===== src/rtl/hif_fir_mac.sv =====
// hif_fir_mac: burst FIR multiply-accumulate fed by the high-frequency sample queue and a synchronous coefficient ROM
module hif_fir_mac #(
    parameter int NUM_TAPS = 1021,
    parameter int ACC_W    = 42
) (
    input  logic               clk,
    input  logic               rst,
    input  logic               sequencing,
    input  logic signed [15:0] smpl_in,
    output logic [9:0]         coeff_addr,
    input  logic signed [15:0] coeff,
    output logic signed [15:0] filt_out,
    output logic               filt_vld,
    output logic               burst_err,
    output logic               busy
);
    typedef enum logic [2:0] {IDLE, ACCUM, DRAIN, OUT, WAIT_LOW} state_t;

    state_t                    state_q, state_d;
    logic [9:0]                tap_cnt_q, tap_cnt_d;
    logic                      drain_cnt_q, drain_cnt_d;
    logic signed [15:0]        smpl_q, smpl_d;
    logic signed [31:0]        prod_q, prod_d;
    logic signed [ACC_W-1:0]   acc_q, acc_d;
    logic signed [15:0]        filt_out_q, filt_out_d;
    logic                      filt_vld_q, filt_vld_d;
    logic                      burst_err_q, burst_err_d;
    logic                      accept, clear, last, pos_ovf, neg_ovf;
    logic signed [ACC_W-1:0]   acc_sh;
    logic signed [15:0]        sat;

    assign last    = tap_cnt_q == 10'(NUM_TAPS - 1);
    assign acc_sh  = acc_q >>> 15;
    // acc_sh's top 15 bits are sign copies, so any disagreement below them is overflow
    assign pos_ovf = !acc_sh[ACC_W-1] && |acc_sh[ACC_W-2:15];
    assign neg_ovf = acc_sh[ACC_W-1] && !(&acc_sh[ACC_W-2:15]);
    assign sat     = pos_ovf ? 16'sh7FFF : neg_ovf ? 16'sh8000 : acc_sh[15:0];

    always_comb begin
        state_d     = state_q;
        tap_cnt_d   = '0;
        drain_cnt_d = 1'b0;
        accept      = 1'b0;
        clear       = 1'b0;
        burst_err_d = 1'b0;
        filt_vld_d  = 1'b0;
        filt_out_d  = filt_out_q;
        unique case (state_q)
            IDLE: if (sequencing) begin
                accept    = 1'b1;
                clear     = 1'b1;
                state_d   = last ? DRAIN : ACCUM;
                tap_cnt_d = last ? '0 : tap_cnt_q + 10'd1;
            end
            ACCUM: if (sequencing) begin
                accept    = 1'b1;
                state_d   = last ? DRAIN : ACCUM;
                tap_cnt_d = last ? '0 : tap_cnt_q + 10'd1;
            end else begin
                state_d     = IDLE;
                burst_err_d = 1'b1;
            end
            DRAIN: begin
                drain_cnt_d = !drain_cnt_q;
                state_d     = drain_cnt_q ? OUT : DRAIN;
            end
            OUT: begin
                filt_vld_d = 1'b1;
                filt_out_d = sat;
                state_d    = sequencing ? WAIT_LOW : IDLE;
            end
            WAIT_LOW: state_d = sequencing ? WAIT_LOW : IDLE;
            default:  state_d = IDLE;
        endcase
    end

    // Unaccepted cycles inject zero samples so the accumulator can add every cycle
    assign smpl_d = accept ? smpl_in : 16'sd0;
    assign prod_d = smpl_q * coeff;
    assign acc_d  = clear ? '0 : acc_q + {{(ACC_W-32){prod_q[31]}}, prod_q};

    always_ff @(posedge clk) begin
        if (rst) begin
            state_q     <= IDLE;
            tap_cnt_q   <= '0;
            drain_cnt_q <= 1'b0;
            smpl_q      <= '0;
            prod_q      <= '0;
            acc_q       <= '0;
            filt_out_q  <= '0;
            filt_vld_q  <= 1'b0;
            burst_err_q <= 1'b0;
        end else begin
            state_q     <= state_d;
            tap_cnt_q   <= tap_cnt_d;
            drain_cnt_q <= drain_cnt_d;
            smpl_q      <= smpl_d;
            prod_q      <= prod_d;
            acc_q       <= acc_d;
            filt_out_q  <= filt_out_d;
            filt_vld_q  <= filt_vld_d;
            burst_err_q <= burst_err_d;
        end
    end

    assign coeff_addr = tap_cnt_q;
    assign filt_out   = filt_out_q;
    assign filt_vld   = filt_vld_q;
    assign burst_err  = burst_err_q;
    assign busy       = state_q != IDLE;
endmodule


===== config.mk =====
export PLATFORM = sky130hd
export DESIGN_NAME = hif_fir_mac
export DESIGN_NICKNAME = d
export VERILOG_FILES = /design/src/rtl/hif_fir_mac.sv
export SDC_FILE = /design/constraint.sdc
export NUM_CORES = 1
export LEC_CHECK = 0
export ABC_AREA = 1
export BUFFER_PORTS_ARGS = -buffer_cell sky130_fd_sc_hd__buf_2
export CORE_ASPECT_RATIO = 1.5
export CORE_MARGIN = 3
export CORE_UTILIZATION = 65
export CTS_BUF_LIST = sky130_fd_sc_hd__clkbuf_4 sky130_fd_sc_hd__clkbuf_8 sky130_fd_sc_hd__clkbuf_16
export DETAILED_ROUTE_END_ITERATION = 8
export PLACE_DENSITY = 0.87
export SETUP_SLACK_MARGIN = 0.15
export SYNTH_ARGS = -nofsm -noshare
export SYNTH_HDL_FRONTEND = slang
export SYNTH_SLANG_ARGS = --single-unit
export TNS_END_PERCENT = 50

===== constraint.sdc =====
create_clock -name clk -period 8.3 [get_ports clk]
set_clock_uncertainty 0.05 [all_clocks]
set_input_delay 0.83 -clock clk [delete_from_list [all_inputs] [get_ports clk]]
set_output_delay 0.83 -clock clk [all_outputs]
set_load 0.01 [all_outputs]

* After elaboration in Yosys (flattened, before gate mapping)
Cells that the tools add are included.
** Word-level totals
- Register bits after elaboration :: 122
- Latch bits :: 0
- Memory bits (writable) :: 0
- ROM bits :: 0
- Input port bits :: 35
- Word-level logic and storage cells :: 52
- Memories kept :: 0
** Operators by class
- Add/sub/neg operators :: 2
- Multipliers :: 1
- Divide/modulo/power cells :: 0
- Magnitude comparators :: 0
- Eq/ne operators :: 6
- Shifts and indexed selects :: 0
- Muxes and demuxes :: 13
- Bitwise operators :: 5
- Reduce and logical (&&, ||, !) cells :: 16
** Operators with widths (number)
- $add A42 B42 Y42 :: 1
- $mul A16 B16 Y32 :: 1
- $mux W16 :: 2
- $pmux W3 S4 :: 1
- $reduce_and A12 Y1 :: 1
- $reduce_or A12 Y1 :: 1
- $reduce_or A2 Y1 :: 6
- $add A10 B1 Y10 const B :: 1
- $eq A10 B10 Y1 const B :: 1
- $eq A3 B2 Y1 const B :: 2
- $mux W1 :: 6
- $mux W3 :: 2
- $not A1 Y1 :: 5
- $mux W2 :: 2
- $reduce_or A4 Y1 :: 1
- $eq A3 B1 Y1 const B :: 1
- $eq A3 B3 Y1 const B :: 1
- $logic_not A1 Y1 :: 3
- $logic_not A3 Y1 :: 1
- $reduce_bool A3 Y1 :: 1
- $logic_and A1 B1 Y1 :: 2
- $ne A2 B2 Y1 const B :: 1

* Longest topological paths before layout
Gate-level depths: netlist (run 1).
- Word-level depth :: 5
- Gate-level depth with buffers :: 27
- Depth with buffers taken out :: 25

* Least setup slack after synthesis (run 1)
OpenSTA, ideal clock, no wires.
- Kind :: input-to-reg
- Start :: input port coeff[5]
- End :: register prod_q[30]
- Arrival :: 5950 ps
- Data required time :: 8135 ps
- Slack :: 2185 ps
- Stages on the path :: 20
- Buffers on the path :: 2
- Cells stage by stage :: clkbuf_1 -> clkbuf_1 -> nand2_1 -> fa_1 -> inv_1 -> fa_1 -> inv_1 -> fa_1 -> fa_1 -> fa_1 -> fa_1 -> inv_1 -> ha_1 -> inv_1 -> nor3_1 -> nand2_1 -> nor3_1 -> nand2_1 -> a21oi_1 -> nor2_1
** On the way
- Cells in the longest elaborated chain, start to end :: 1
** RTL lines
- start, declared :: line 11 : input logic signed [15:0] coeff,
- $mul A16 B16 Y32 :: line 79 : assign prod_d = smpl_q * coeff;
- end signal, assigned :: line 98 : prod_q <= prod_d;
- end, declared :: line 23 : logic signed [31:0] prod_q, prod_d;
No other way between the ends.
A chain may end at the register's enable or synchronous reset.

* Final worst setup path (run 1)
- Start :: register smpl_q[15]
- End :: register prod_q[25]
** On the way
- Cells in the longest elaborated chain, start to end :: 1
** RTL lines
- start, declared :: line 22 : logic signed [15:0] smpl_q, smpl_d;
- start signal, assigned :: line 97 : smpl_q <= smpl_d;
- $mul A16 B16 Y32 :: line 79
No other way between the ends.

==> run_results.csv, run 1 <==
group,metric,value,unit
floorplanning,die-area,29200,sq um
clock_network,post_cts_repair_resize_count,0,
routing,routed_via_density,5.40,
clock_network,tritoncts.num_buffers,17,
routing,initialDrtViolationCount,857,
clock_network,worst_path_clk_slew,0.07,ns
cells_and_area,mostFrequentLayoutCells,"sky130_fd_sc_hd__nand2_1 (740), sky130_fd_sc_hd__inv_1 (643), sky130_fd_sc_hd__fa_1 (263)",
critical_path,timing.critical_path.from_type,"register",
synthesis,postSynthAreaPerCell,6.94,sq um
placed_design,detailed_place.area,18100,sq um
critical_path,cp.buffers_inverters,3,
critical_path,critPathTopFamily,"adder cells",
synthesis,synth_async_sr_flop_share,0,%
global_route,first_global_vias,16700,
synthesis,synth.cell_area,17600,sq um
synthesis,ys.warnings.count,0,
clock_network,postCtsHoldBufs,0,
global_route,grt_overflow_total,0,
clock_network,cts_root_cell,"sky130_fd_sc_hd__clkbuf_16",
pwr,leakagePower,10.9,nW
floorplanning,die-width,140,microns
placed_design,buffers_added_on_ports,63,
timing,rsz0062_at_grt,"no",
placed_design,place_inst,2872,
clock_network,clock_latency_at_the_later_pin_of_the_worst_skew_pair,0.45,ns
clock_network,clock_path_buffers,2,
timing,timing.max_slew.rel_slack,43.2,%
global_route,grt_max_degree,37,
timing,timing.setup.tns,0,ns
critical_path,critical_path_start_end_classification,"reg2reg",
timing,part_of_the_cycle_the_worst_path_needs,77.1,%
synthesis,synth.ff_latch_count,122,
global_route,grt_pass1_wl,79600,microns
global_route,grt_util_all_layers,34.5,%
job,drv_cap,0,
synthesis,synth_unique_cells,44,
synthesis,syn-instance-count,2540,
routing,length_of_the_first_detailed_routing_pass_in_iterations,8,
timing,max_clock_freq,156,MHz
placed_design,dpl_hpwl,40400,microns
critical_path,worstPathCellList,"nand2_1 -> inv_1 -> fa_1 -> fa_1 -> inv_1 -> fa_1 -> fa_1 -> inv_1 -> fa_1 -> fa_1 -> ha_1 -> nand2_1 -> nor3_1 -> nand3_1 -> nand3_1 -> nand2_1 -> nand2_1 -> nor2_1",
clock_network,tritoncts_clock_tree,"yes",
timing,period_minus_slack,6.40,ns
critical_path,critical_path.slowest_cell,"sky130_fd_sc_hd__dfxtp_1",
min_path,hold_path_startpoint,"drain_cnt_q",
critical_path,crit_required,8.60,ns
critical_path,cp_max_fo,16,
placed_design,gp_routability_congestion,1.07,
floorplanning,design.portCount,64,
clock_network,post_cts.repair.setup_buffers,0,
cells_and_area,post_route_cell_area,18700,sq um
critical_path,highest_cell_delay_on_the_worst_timing_path,0.81,ns
critical_path,worstSetupStartpoint,"smpl_q[15]",
timing,report.final.setup_viol,0,
outcome,outcome,"finished clean",
cells_and_area,area_delta_synth_final,6.02,%
routing,final_antenna_net_count,0,
global_route,grt_antenna_before_repair,0,
pwr,vdd.ir_drop.worst,194,uV
routing,routed_wl,49000,microns
routing,wl_per_cell,16.9,microns
timing,hold_violations,0,
critical_path,cpMostUsedCell,"sky130_fd_sc_hd__fa_1",
cells_and_area,layoutNonFillerInstCount,2904,
synthesis,synth_enable_flop_cells,0,
cells_and_area,final_common_cell,"sky130_fd_sc_hd__nand2_1",
floorplanning,dieHeight,208,microns
synthesis,yosys_most_used_dff,"sky130_fd_sc_hd__dfxtp_1",
critical_path,critical_path.endpoint_type,"register",
cells_and_area,design.final.nets,2977,
cells_and_area,layout-drive-gt1-share,5.65,%
floorplanning,initial_utilization,66.3,%
cells_and_area,antennaDiodeCount,0,
timing,worst-slew-pin-transition,0.851,ns
floorplanning,fp-row-count,73,
synthesis,synth_nets,2963,
critical_path,crit_arrival,6.69,ns
pwr,cell_pwr_density,214,nW/um^2
pwr,report.power.total,3.99,mW
routing,dr_total_vias,15700,
critical_path,reg2reg_from,"smpl_q[15]",
timing,slew_viol_final,0,
clock_network,cts-htree-levels,4,
synthesis,synth-seq-area-share,13.9,%
routing,drc_markers,0,
clock_network,clkSinkCount,122,
min_path,path_type_of_the_worst_min_delay_path,"reg2reg",
cells_and_area,num-fill-cells,2198,
floorplanning,core-area,26600,sq um
==> cells in the mapped netlist (3+ instances only) <==
library cell               number  area share [%]
sky130_fd_sc_hd__nand2_1      740              16
sky130_fd_sc_hd__inv_1        643              14
sky130_fd_sc_hd__fa_1         263              30
sky130_fd_sc_hd__nor2_1       225             4.8
sky130_fd_sc_hd__ha_1         125             8.9
sky130_fd_sc_hd__dfxtp_1      122              14
sky130_fd_sc_hd__a21oi_1      119             3.4
sky130_fd_sc_hd__nand3_1       67             1.9
sky130_fd_sc_hd__clkbuf_1      61             1.3
sky130_fd_sc_hd__o21ai_0       28            0.79
sky130_fd_sc_hd__nor3_1        19            0.54
sky130_fd_sc_hd__nand4_1       17            0.60
sky130_fd_sc_hd__o21a_1        14            0.60
sky130_fd_sc_hd__nand2_2       12            0.43
sky130_fd_sc_hd__nor2_2         8            0.28
sky130_fd_sc_hd__o21bai_1       8            0.34
sky130_fd_sc_hd__xnor2_1        8            0.40
sky130_fd_sc_hd__or2_2          7            0.25
sky130_fd_sc_hd__xor2_1         7            0.35
sky130_fd_sc_hd__nand3_2        6            0.34
sky130_fd_sc_hd__buf_2          5            0.14
sky130_fd_sc_hd__inv_2          5            0.11
sky130_fd_sc_hd__a21o_1         3            0.13
sky130_fd_sc_hd__a21oi_2        3            0.15
sky130_fd_sc_hd__o21ai_1        3           0.085
==> logic make-up (layout without fill, tap and decap cells) <==
logic type | after synthesis | in the layout | share of synthesized area, %
xor gates and xnor gates | 15 | 15 | 0.745
AOI/OAI and AO/OA | 187 | 187 | 6.00
buffers and inverters | 719 | 746 | 15.4
and+or+nand+nor | 1109 | 1109 | 25.3
adders and majority gates | 388 | 388 | 38.7
DFF | 122 | 122 | 13.9
==> power by group <==
part / leakage (nW) / switching [mW] / internal (mW) / total [mW]
Clock: 0.292 / 0.325 / 0.440 / 0.764
Sequential: 0.999 / 0.0948 / 0.695 / 0.789
Combinational: 9.62 / 1.60 / 0.842 / 2.44
==> cell type report <==
type / instances / area, sq um / share of cell area (%)
tap: 337 / 422 / 2.26
sequential: 122 / 2440 / 13.1
inverter: 649 / 2440 / 13.0
timing repair buffer: 65 / 330 / 1.77
clock inverter: 12 / 129 / 0.690
multi-input combinational: 1699 / 12500 / 66.7
clock buffer: 20 / 460 / 2.46
==> final timing paths <==
kind | end | slack, ns | cells after the start
worst max-delay path | prod_q[25] | 1.90 | 18
worst min register to register | drain_cnt_q | 0.38 | 1
worst min-delay path | drain_cnt_q | 0.38 | 1
worst max register to register | prod_q[25] | 1.90 | 18
==> through the flow <==
stage	worst slack, ns	util, %	hold WS (ns)
after global routing	1.72	70.3	0.395
final	1.90	70.3	0.382
after detailed placement	1.76	68.1	0.369
after CTS	2.03	70.3	0.377
after floorplan	2.19	-	0.340
after global placement	1.82	68.1	0.351
==> routing by layer <==
metal | up-vias | GRT usage, % | wire, microns
met4 | 0 | 25.5 | 4250
met5 | - | 0 | 0
met3 | 251 | 4.96 | 2460
met2 | 624 | 63.3 | 25900
met1 | 7349 | 34.8 | 16400
li1 | 7446 | - | -
==> sequential cells by signal, indices dropped and copies added (netlist names) <==
| signal | cells |
|---|---|
| acc_q | 42 |
| prod_q | 32 |
| filt_out | 16 |
| smpl_q | 16 |
| coeff_addr | 10 |
| state_q | 3 |
| burst_err | 1 |
| drain_cnt_q | 1 |
| filt_vld | 1 |
(Power assumes the default switching activity.)
==> run 2: changes to the inputs <==
- ABC_AREA: 1 -> 0
- clock period: 8.3 -> 6.43 ns (I/O delays scaled with it)
==> run_results.csv, run 2 <==
group,metric,value,unit
outcome,outcome,"finished clean",
cells_and_area,regMostFlops,"acc_q",
pwr,cell_pwr_density,291,nW/um^2
critical_path,critical_path.endpoint_type,"register",
routing,dr_total_vias,12400,
timing,timing.setup.tns,0,ns
synthesis,synth_top_area_share,33.4,%
cells_and_area,layout-drive-gt1-share,9.09,%
timing,max_clock_freq,163,MHz
critical_path,critical_path_start_end_classification,"reg2reg",
timing,setup_slack,0.289,ns
cells_and_area,mostFrequentLayoutCells,"sky130_fd_sc_hd__inv_1 (333), sky130_fd_sc_hd__fa_1 (261), sky130_fd_sc_hd__nand2_1 (184)",
synthesis,synth_nets,2200,
cells_and_area,largest_register_ff_count,42,
cells_and_area,num-fill-cells,1688,
clock_network,cts_root_cell,"sky130_fd_sc_hd__clkbuf_16",
synthesis,synth.ff_latch_count,122,
cells_and_area,antennaDiodeCount,0,
routing,routed_wl,38700,microns
timing,part_of_the_cycle_the_worst_path_needs,95.5,%
placed_design,dpl_hpwl,30200,microns
clock_network,clkSinkCount,122,
synthesis,synth_fa_ha_area_share,43.4,%
synthesis,yosys.area_share.xor_xnor,3.50,%
clock_network,clock_path_buffers,2,
floorplanning,dieHeight,197,microns
synthesis,yosys_most_used_dff,"sky130_fd_sc_hd__dfxtp_1",
synthesis,syn-instance-count,1777,
min_path,path_type_of_the_worst_min_delay_path,"in2reg",
routing,initialDrtViolationCount,786,
pwr,p_sw,2.26,mW
placed_design,detailed_place.area,16400,sq um
floorplanning,core-area,23700,sq um
synthesis,synth_async_sr_flop_share,0,%
clock_network,clock_latency_at_the_later_pin_of_the_worst_skew_pair,0.43,ns
floorplanning,design.portCount,64,
synthesis,synth.cell_area,15700,sq um
synthesis,synth_unique_cells,73,
job,drv_cap,0,
cells_and_area,area_delta_synth_final,8.10,%
routing,length_of_the_first_detailed_routing_pass_in_iterations,5,
pwr,leakagePower,8.53,nW
placed_design,pre_cts_slack,0.0599,ns
synthesis,dominant_cells_by_area_after_synthesis,"sky130_fd_sc_hd__fa_1 (33%), sky130_fd_sc_hd__dfxtp_1 (16%), sky130_fd_sc_hd__ha_1 (9.9%), sky130_fd_sc_hd__inv_1 (7.9%), sky130_fd_sc_hd__and2_1 (5.3%)",
floorplanning,die-area,26200,sq um
global_route,grt_overflow_total,0,
cells_and_area,largest_registers,"acc_q x42, prod_q x32",
synthesis,synth_enable_flop_cells,0,
global_route,grt_max_degree,56,
critical_path,crit_required,6.70,ns
floorplanning,fp-row-count,69,
timing,timing.max_slew.rel_slack,27.4,%
global_route,grt_antenna_before_repair,0,
synthesis,synth-simple-area-share,17.1,%
cells_and_area,final_common_cell,"sky130_fd_sc_hd__inv_1",
routing,wl_per_cell,17.9,microns
synthesis,postSynthAreaPerCell,8.86,sq um
timing,slew_viol_final,0,
critical_path,cp_max_fo,16,
timing,report.final.setup_viol,0,
pwr,sequentialPowerShare,20.5,%
clock_network,cts-htree-levels,4,
clock_network,worst_path_clk_slew,0.06,ns
routing,final_antenna_net_count,0,
synthesis,compound_gate_fraction_of_synth_area,10.7,%
timing,hold_violations,0,
critical_path,setup.reg_to_reg.worst_slack,0.29,ns
floorplanning,initial_utilization,66.3,%
placed_design,gp_routability_congestion,0.985,
critical_path,crit_arrival,6.41,ns
clock_network,post_cts.repair.setup_buffers,0,
clock_network,tritoncts_clock_tree,"yes",
timing,period_minus_slack,6.14,ns
synthesis,synth_top_family_by_area,"adder cells",
routing,drc_markers,0,
pwr,clock_power_share,19.5,%
pwr,swShare,45.7,%
critical_path,timing.critical_path.from_type,"register",
synthesis,ys.warnings.count,0,
global_route,first_global_vias,13400,
floorplanning,die-width,133,microns
timing,rsz0062_at_grt,"yes",
cells_and_area,post_route_cell_area,17000,sq um
timing,worst-slew-pin-transition,1.08,ns
global_route,grt_util_all_layers,30.7,%
pwr,cellInternalPower,2.69,mW
cells_and_area,design.final.nets,2248,
synthesis,synth_top_cells_by_count,"sky130_fd_sc_hd__inv_1 (333), sky130_fd_sc_hd__fa_1 (263), sky130_fd_sc_hd__nand2_1 (184)",
synthesis,post_synth_mux_area_share,0.270,%
synthesis,synth-seq-area-share,15.5,%
synthesis,synth_largest_area_cell,"sky130_fd_sc_hd__fa_1",
clock_network,tritoncts.num_buffers,17,
pwr,p_comb_share,60.0,%
placed_design,buffers_added_on_ports,63,
synthesis,post-synth-top-count-cell,"sky130_fd_sc_hd__inv_1",
pwr,vdd.ir_drop.worst,283,uV
global_route,grt_pass1_wl,63800,microns
routing,routed_via_density,5.75,
## run 2: changes by cell type in the layout (fill, tap and decap cells not counted), sizes merged, moves of 19 or more
cell / previous run / this run
buf: 65 / 89
nor2: 233 / 112
nand2: 752 / 185
and2: 1 / 135
nand3: 73 / 25
a21o: 3 / 41
o21ai: 33 / 52
xnor2: 8 / 37
inv: 654 / 342
a21oi: 123 / 85
xor2: 7 / 26
## run 2: worst paths after layout
path,to,cells after the start,start
max,prod_q[30],18,smpl_q[14]
min,smpl_q[8],2,smpl_in[8]
max reg2reg,prod_q[30],18,smpl_q[14]
min reg2reg,drain_cnt_q,1,drain_cnt_q
## run 2: worst max-delay path: stages, from the launching register on
cell	delay [ns]
sky130_fd_sc_hd__dfxtp_2	0.58
sky130_fd_sc_hd__nand2_1	0.16
sky130_fd_sc_hd__fa_1	0.56
sky130_fd_sc_hd__fa_1	0.56
sky130_fd_sc_hd__fa_1	0.59
sky130_fd_sc_hd__inv_1	0.07
sky130_fd_sc_hd__fa_1	0.49
sky130_fd_sc_hd__fa_1	0.50
sky130_fd_sc_hd__inv_1	0.06
sky130_fd_sc_hd__fa_1	0.49
sky130_fd_sc_hd__inv_1	0.05
sky130_fd_sc_hd__ha_1	0.31
sky130_fd_sc_hd__a21oi_1	0.22
sky130_fd_sc_hd__o22ai_2	0.16
sky130_fd_sc_hd__a211oi_4	0.27
sky130_fd_sc_hd__o31a_1	0.23
sky130_fd_sc_hd__a21oi_2	0.08
sky130_fd_sc_hd__o41ai_2	0.22
sky130_fd_sc_hd__mux2_1	0.35
## run 2: final cells by class
class / instances / area, sq um / share of cell area, %
repair buffers: 89 / 510 / 3.00
inverters: 333 / 1250 / 7.34
well taps: 319 / 399 / 2.34
clock inverters: 15 / 156 / 0.919
flip-flops and latches: 122 / 2460 / 14.4
multi-input cells: 1262 / 11800 / 69.4
clock buffers: 17 / 425 / 2.50
## run 2: kinds of logic (layout without fill, tap and decap cells)
| kind of cell | after synthesis | count (layout) |
|---|---|---|
| and+or+nand+nor | 554 | 554 |
| buffers and inverters | 393 | 454 |
| adders and majority gates | 388 | 388 |
| AOI/OAI and AO/OA | 253 | 253 |
| DFF | 122 | 122 |
| xor gates and xnor gates | 63 | 63 |
| muxes | 4 | 4 |
## run 2: per-stage QoR
stage / instances / hold WS, ns / total power, mW / util (%)
2_1_floorplan: 1777 / 0.349 / 3.26 / -
3_3_place_gp: 2125 / 0.362 / 3.78 / 69.1
3_5_place_dp: 2125 / 0.391 / 3.92 / 69.1
4_1_cts: 2157 / 0.341 / 4.92 / 71.6
5_1_grt: 2157 / 0.349 / 5.38 / 71.7
6_report: 2157 / 0.354 / 4.95 / 71.7
## run 2: timing repair
action / 4_1_cts / 5_1_grt
hold buffers: 0 / 0
setup endpoints to repair: 3 / 12
resized for setup: 2 / 14
## run 2: power by group through the flow
| stage | Sequential, mW | Clock [mW] | Combinational [mW] |
|---|---|---|---|
| global placement | 1.02 | 0 | 2.75 |
| CTS | 1.01 | 0.972 | 2.93 |
| detailed placement | 1.02 | 0 | 2.90 |
| floorplan | 0.976 | 0 | 2.29 |
| global route | 1.03 | 1.01 | 3.35 |
| finish | 1.02 | 0.965 | 2.97 |
## run 2: layer usage
layer	vias to the layer above	global-route usage, %	routed length, microns
li1	5650	-	-
met1	6053	33.0	13500
met2	517	55.4	19900
met3	189	5.21	2480
met4	0	20.1	2780
met5	-	0	0
